`src/rtl/sdram_arbiter_pkg.sv`:
```
// sdram_arbiter_pkg: shared constants for the SDRAM port arbiter.
// FSM state encodings and the default port count.
package sdram_arbiter_pkg;
    localparam logic [1:0] ST_IDLE  = 2'd0;
    localparam logic [1:0] ST_ISSUE = 2'd1;
    localparam logic [1:0] ST_RESP  = 2'd2;
    localparam int         DEF_NUM_PORTS = 3;
endpackage

```
`src/rtl/sdram_arbiter_rr_pick.sv`:
```
// rr_pick: combinational round-robin picker.
// Returns the first requesting port after last_ptr, wrapping mod NUM_PORTS.
module rr_pick #(
    parameter int NUM_PORTS = 3,
    parameter int PTR_W     = 2
) (
    input  logic [NUM_PORTS-1:0] req,
    input  logic [PTR_W-1:0]     last_ptr,
    output logic                 any,
    output logic [PTR_W-1:0]     idx,
    output logic [NUM_PORTS-1:0] onehot
);
    int c;

    // Walk candidates farthest-first so the nearest requester after last_ptr wins.
    always_comb begin
        any    = 1'b0;
        idx    = '0;
        onehot = '0;
        c      = 0;
        for (int k = NUM_PORTS; k >= 1; k--) begin
            c = (int'(last_ptr) + k) % NUM_PORTS;
            if (req[c]) begin
                any       = 1'b1;
                idx       = PTR_W'(c);
                onehot    = '0;
                onehot[c] = 1'b1;
            end
        end
    end
endmodule

```
`src/rtl/sdram_arbiter.sv`:
```
// sdram_arbiter: shares one SDRAM controller among NUM_PORTS requesters,
// one transaction at a time, with request fields registered for the whole
// transaction. Optional macro SDRAM_ARB_PRIO0_EN gives port 0 absolute
// priority; the remaining ports rotate among themselves.
module sdram_arbiter
    import sdram_arbiter_pkg::*;
#(
    parameter int NUM_PORTS = DEF_NUM_PORTS,
    parameter int PTR_W     = 2
) (
    input  logic                    clk,
    input  logic                    rst,
    input  logic [NUM_PORTS-1:0]    s_valid,
    output logic [NUM_PORTS-1:0]    s_ready,
    input  logic [NUM_PORTS*32-1:0] s_addr,
    input  logic [NUM_PORTS*32-1:0] s_wdata,
    input  logic [NUM_PORTS*4-1:0]  s_wstrb,
    output logic [31:0]             s_rdata,
    output logic                    m_valid,
    input  logic                    m_ready,
    output logic [31:0]             m_addr,
    output logic [31:0]             m_wdata,
    output logic [3:0]              m_wstrb,
    input  logic [31:0]             m_rdata,
    input  logic                    init_done,
    output logic [NUM_PORTS-1:0]    grant
);
    logic [1:0]           state_q, state_d;
    logic [PTR_W-1:0]     last_ptr_q, last_ptr_d;
    logic [NUM_PORTS-1:0] grant_q, grant_d;
    logic [NUM_PORTS-1:0] s_ready_q, s_ready_d;
    logic [31:0]          s_rdata_q, s_rdata_d;
    logic                 m_valid_q, m_valid_d;
    logic [31:0]          m_addr_q, m_addr_d;
    logic [31:0]          m_wdata_q, m_wdata_d;
    logic [3:0]           m_wstrb_q, m_wstrb_d;

    logic [NUM_PORTS-1:0] pick_req, pick_oh, win_oh;
    logic                 pick_any, win_any, win_upd;
    logic [PTR_W-1:0]     pick_idx, win_idx;

    rr_pick #(.NUM_PORTS(NUM_PORTS), .PTR_W(PTR_W)) u_pick (
        .req      (pick_req),
        .last_ptr (last_ptr_q),
        .any      (pick_any),
        .idx      (pick_idx),
        .onehot   (pick_oh)
    );

    // Winner selection: optional port-0 override in front of the rotation.
    always_comb begin
`ifdef SDRAM_ARB_PRIO0_EN
        pick_req    = s_valid;
        pick_req[0] = 1'b0;
        if (s_valid[0]) begin
            win_any = 1'b1;
            win_idx = '0;
            win_oh  = NUM_PORTS'(1);
            win_upd = 1'b0;       // port 0 does not disturb the rotation
        end else begin
            win_any = pick_any;
            win_idx = pick_idx;
            win_oh  = pick_oh;
            win_upd = 1'b1;
        end
`else
        pick_req = s_valid;
        win_any  = pick_any;
        win_idx  = pick_idx;
        win_oh   = pick_oh;
        win_upd  = 1'b1;
`endif
    end

    // Next-state: IDLE grants and latches fields, ISSUE waits for completion, RESP drops grant.
    always_comb begin
        state_d    = state_q;
        last_ptr_d = last_ptr_q;
        grant_d    = grant_q;
        s_ready_d  = '0;
        s_rdata_d  = s_rdata_q;
        m_valid_d  = m_valid_q;
        m_addr_d   = m_addr_q;
        m_wdata_d  = m_wdata_q;
        m_wstrb_d  = m_wstrb_q;
        case (state_q)
            ST_IDLE: begin
                if (init_done && win_any) begin
                    for (int i = 0; i < NUM_PORTS; i++) begin
                        if (win_idx == PTR_W'(i)) begin
                            m_addr_d  = s_addr[32*i +: 32];
                            m_wdata_d = s_wdata[32*i +: 32];
                            m_wstrb_d = s_wstrb[4*i +: 4];
                        end
                    end
                    grant_d   = win_oh;
                    m_valid_d = 1'b1;
                    state_d   = ST_ISSUE;
                    if (win_upd) last_ptr_d = win_idx;
                end
            end
            ST_ISSUE: begin
                if (m_ready) begin
                    m_valid_d = 1'b0;
                    s_rdata_d = m_rdata;
                    s_ready_d = grant_q;
                    state_d   = ST_RESP;
                end
            end
            ST_RESP: begin
                grant_d = '0;
                state_d = ST_IDLE;
            end
            default: begin
                grant_d   = '0;
                m_valid_d = 1'b0;
                state_d   = ST_IDLE;
            end
        endcase
    end

    // State registers with synchronous reset.
    always_ff @(posedge clk) begin
        if (rst) begin
            state_q    <= ST_IDLE;
            last_ptr_q <= PTR_W'(NUM_PORTS-1);
            grant_q    <= '0;
            s_ready_q  <= '0;
            s_rdata_q  <= '0;
            m_valid_q  <= 1'b0;
            m_addr_q   <= '0;
            m_wdata_q  <= '0;
            m_wstrb_q  <= '0;
        end else begin
            state_q    <= state_d;
            last_ptr_q <= last_ptr_d;
            grant_q    <= grant_d;
            s_ready_q  <= s_ready_d;
            s_rdata_q  <= s_rdata_d;
            m_valid_q  <= m_valid_d;
            m_addr_q   <= m_addr_d;
            m_wdata_q  <= m_wdata_d;
            m_wstrb_q  <= m_wstrb_d;
        end
    end

    assign s_ready = s_ready_q;
    assign s_rdata = s_rdata_q;
    assign m_valid = m_valid_q;
    assign m_addr  = m_addr_q;
    assign m_wdata = m_wdata_q;
    assign m_wstrb = m_wstrb_q;
    assign grant   = grant_q;
endmodule
```
`config.mk`:
```
export PLATFORM = sky130hd
export DESIGN_NAME = sdram_arbiter
export DESIGN_NICKNAME = d
export VERILOG_FILES = /design/src/rtl/sdram_arbiter_pkg.sv /design/src/rtl/sdram_arbiter_rr_pick.sv /design/src/rtl/sdram_arbiter.sv
export SDC_FILE = /design/constraint.sdc
export NUM_CORES = 1
export LEC_CHECK = 0
export CAP_MARGIN = 20
export CORE_AREA = 2 2 138 140
export CTS_BUF_LIST = sky130_fd_sc_hd__clkbuf_2 sky130_fd_sc_hd__clkbuf_4 sky130_fd_sc_hd__clkbuf_8
export DETAILED_ROUTE_END_ITERATION = 7
export DIE_AREA = 0 0 140 142
export GPL_TIMING_DRIVEN = 0
export PLACE_DENSITY = 0.73
export SKIP_LAST_GASP = 1
export SYNTH_ARGS = -nofsm -noshare
export SYNTH_HDL_FRONTEND = slang
export SYNTH_SLANG_ARGS = --single-unit
```
`constraint.sdc`:
```
create_clock -name clk -period 3.7 [get_ports clk]
set_input_delay 0.74 -clock clk [delete_from_list [all_inputs] [get_ports clk]]
set_output_delay 0.74 -clock clk [all_outputs]
set_load 0.05 [all_outputs]
```
==> flow_summary.toml <==
[status]
outcome = "complete, but fails checks"
violations = "design-rule violations"

[floorplan]
die_h_um = 142
dieArea_sq_um = 19900
boundaryPins = 350
row_count = 50
coreArea_sq_um = 18500
die_x_um = 140
start_util = 0.346

[setup_path]
worst_setup_path_end_kind = "register"
cp.required_ns = 4.03
cpPeakStageDelay_ns = 0.64
crit_slowest_cell = "clkdlybuf4s50_1"
worst_ep_arrival_time_ns = 3.54
path_class = "in -> reg"
startpoint_type = "input pin"
path_max_fanout = 10
cp_cell_sequence = "clkdlybuf4s50_1 > mux2i_4 > nor2_2 > nand3b_1 > buf_2 > clkbuf_1 > a32o_1 > a211o_1"

[logic_synthesis]
synthCells = 714
yosysUniqueCellTypes = 42
syn_nets = 961
synth_enable_flop_cells = 0
syn_avg_cell_area_sq_um = 8.95
ys_seq_elements = 111
yosysSeqAreaShare = 0.348
ys.flop_type = "dfxtp_1"
ys_warn_count = 0
syn-cell-area_sq_um = 6390
ys_async_sr_fraction = 0

[placed_design]
io_buffers = 348
gp_congestion = 0.844
dpl.hpwl_mm = 20.9

[global_routing]
grt_overflow = 0
grt_use_total = 0.264
grt_pass1_wl_mm = 40.5
grt_max_degree = 17
grt_pass1_vias = 7088
antenna_found_initial = 1

[finish]
nets = 1320
n_fill_cell = 1730
layout-area-overhead-vs-synth_pct = 63.0
drive_gt1_frac = 0.0390

[sta]
hold_ws_ns = 0.456
rsz0062_at_grt = "no"
setup_viol = 0
fmax_mhz = 312
post-route-period-util = 0.866
finalHoldViolations = 0
fin_skew_ns = 0.0201
worst_pin_slew_ns = 0.687
drv_slew = 0
timing.final.crit_period_ns = 3.20
setup_tns_ns = 0
max_slew_margin = 0.537

[cts]
cts_resized = 0
cts_tree = "built"
path_clk_slew_ns = 0.10
root_buffer = "clkbuf_8"
postCtsSetupBuffers = 0
cts_max_path_buffers = 2
cts_hold_buf = 0
numCtsBuffers = 9
clkSinkCount = 111
htree_num_levels = 3
worstSkewPairLatency_ns = 0.39

[routing]
via_per_inst = 5.47
drt_iter0_markers = 399
firstDrtPassIters = 8
via_count = 7170
drc = 24
avgRoutedWirePerCell_um = 20.5
wl_mm = 26.9
ant_nets = 0

[power_and_ir_drop]
power_density_nw_per_um2 = 504
power_leakage_nw = 3.97
peakVddDrop_v = 0.000233

[worst_hold_path]
hold_class = "reg -> reg"

[run]
drv_cap = 0
area by class of cell:
class,instances,area [sq um],share of cell area
Antenna cell,1,2.50,0.000240
Buffer,88,388,0.0372
Clock buffer,10,131,0.0126
Clock inverter,4,120,0.0115
Inverter,9,33.8,0.00324
Multi-Input combinational cell,506,3750,0.360
Sequential cell,111,2220,0.213
Tap cell,234,293,0.0281
Timing Repair Buffer,348,3480,0.334
path summary, 6_finish.rpt:
kind / start / end / slack (ns) / cells after the start
max: s_valid[2] / m_addr[30] / 0.50 / 8
min: s_rdata[14] / s_rdata[14] / 0.46 / 2
max reg2reg: last_ptr_q[0] / m_wdata[1] / 0.57 / 9
min reg2reg: s_rdata[14] / s_rdata[14] / 0.46 / 2
through the flow:
stage / std cells / power, W / util / setup slack, ns / instance area (sq um)
4_1_cts: 1310 / 0.00529 / 0.565 / 0.476 / 10400
3_3_place_gp: 1296 / 0.00432 / 0.551 / 0.0799 / 10200
5_1_grt: 1311 / 0.00552 / 0.565 / 0.302 / 10400
2_1_floorplan: 714 / 0.00329 / - / 1.21 / 6390
6_report: 1311 / 0.00525 / 0.565 / 0.497 / 10400
3_5_place_dp: 1296 / 0.00433 / 0.551 / 0.0100 / 10200
state kept, by name, summed over array words and instances (netlist names):
register	cells
s_rdata	32
m_wdata	32
m_addr	32
s_ready	3
m_valid	1
grant	3
m_wstrb	4
last_ptr_q	2
state_q	2
cell families after synthesis:
| logic type | count (synthesis) | share of synthesized area |
|---|---|---|
| adder cells (fa/ha/maj) | 4 | 0.00783 |
| AND/OR/NAND/NOR | 300 | 0.305 |
| AO/OA/AOI/OAI | 196 | 0.259 |
| multiplexers | 6 | 0.0137 |
| flip-flops | 111 | 0.348 |
| buffers and inverters | 97 | 0.0659 |
per-layer routing:
layer  vias up  routed length (um)  global-route usage
met1      3381               10300               0.304
met5         -                   0                   0
li1       3425                   -                   -
met2       321               13300               0.469
met4         0                 794              0.0978
met3        43                2470              0.0730
worst max-delay path: cells and delay by family:
family / cells / cell delay (ns)
and+or+nand+nor: 2 / 0.82
AOI/OAI and AO/OA: 2 / 0.38
muxes: 1 / 0.16
buffers and inverters: 3 / 1.42
cells in the mapped netlist (all sizes together) (3+ instances only):
cell	n	share of area
mux2i	4	0.010
a21oi	36	0.028
nand2b	5	0.0049
clkbuf	68	0.040
dfxtp	111	0.35
a32o	68	0.11
nor2b	68	0.067
nor3b	71	0.084
a211o	70	0.096
nand2	69	0.041
nor4	3	0.0029
nor2	6	0.0039
ha	4	0.0078
inv	9	0.0053
nor3	3	0.0023
nor4b	65	0.089
o21ai	8	0.0063
nand3b	4	0.0047
buf	20	0.021
layout by cell type (no fill, tap or decap), types with 3 or more instances in the layout:
cell type / count
nand2_1: 69
nand2b_1: 5
nor4b_1: 65
clkbuf_8: 9
buf_4: 3
dfxtp_1: 111
nor2b_1: 68
a32o_1: 68
clkdlybuf4s50_1: 348
a21oi_1: 36
ha_1: 4
buf_2: 13
bufinv_16: 4
nor4_1: 3
o21ai_0: 8
nor3_1: 3
a211o_1: 70
inv_1: 9
buf_6: 4
clkbuf_1: 68
nor2_1: 5
nor3b_1: 70
nand3b_1: 4
power breakdown:
group / switching [W] / internal [W]
clock: 0.000428 / 0.000519
combinational: 0.00170 / 0.00111
sequential: 0.0000977 / 0.00139
total: 0.00223 / 0.00303
Power figures use the tool's default switching activity.
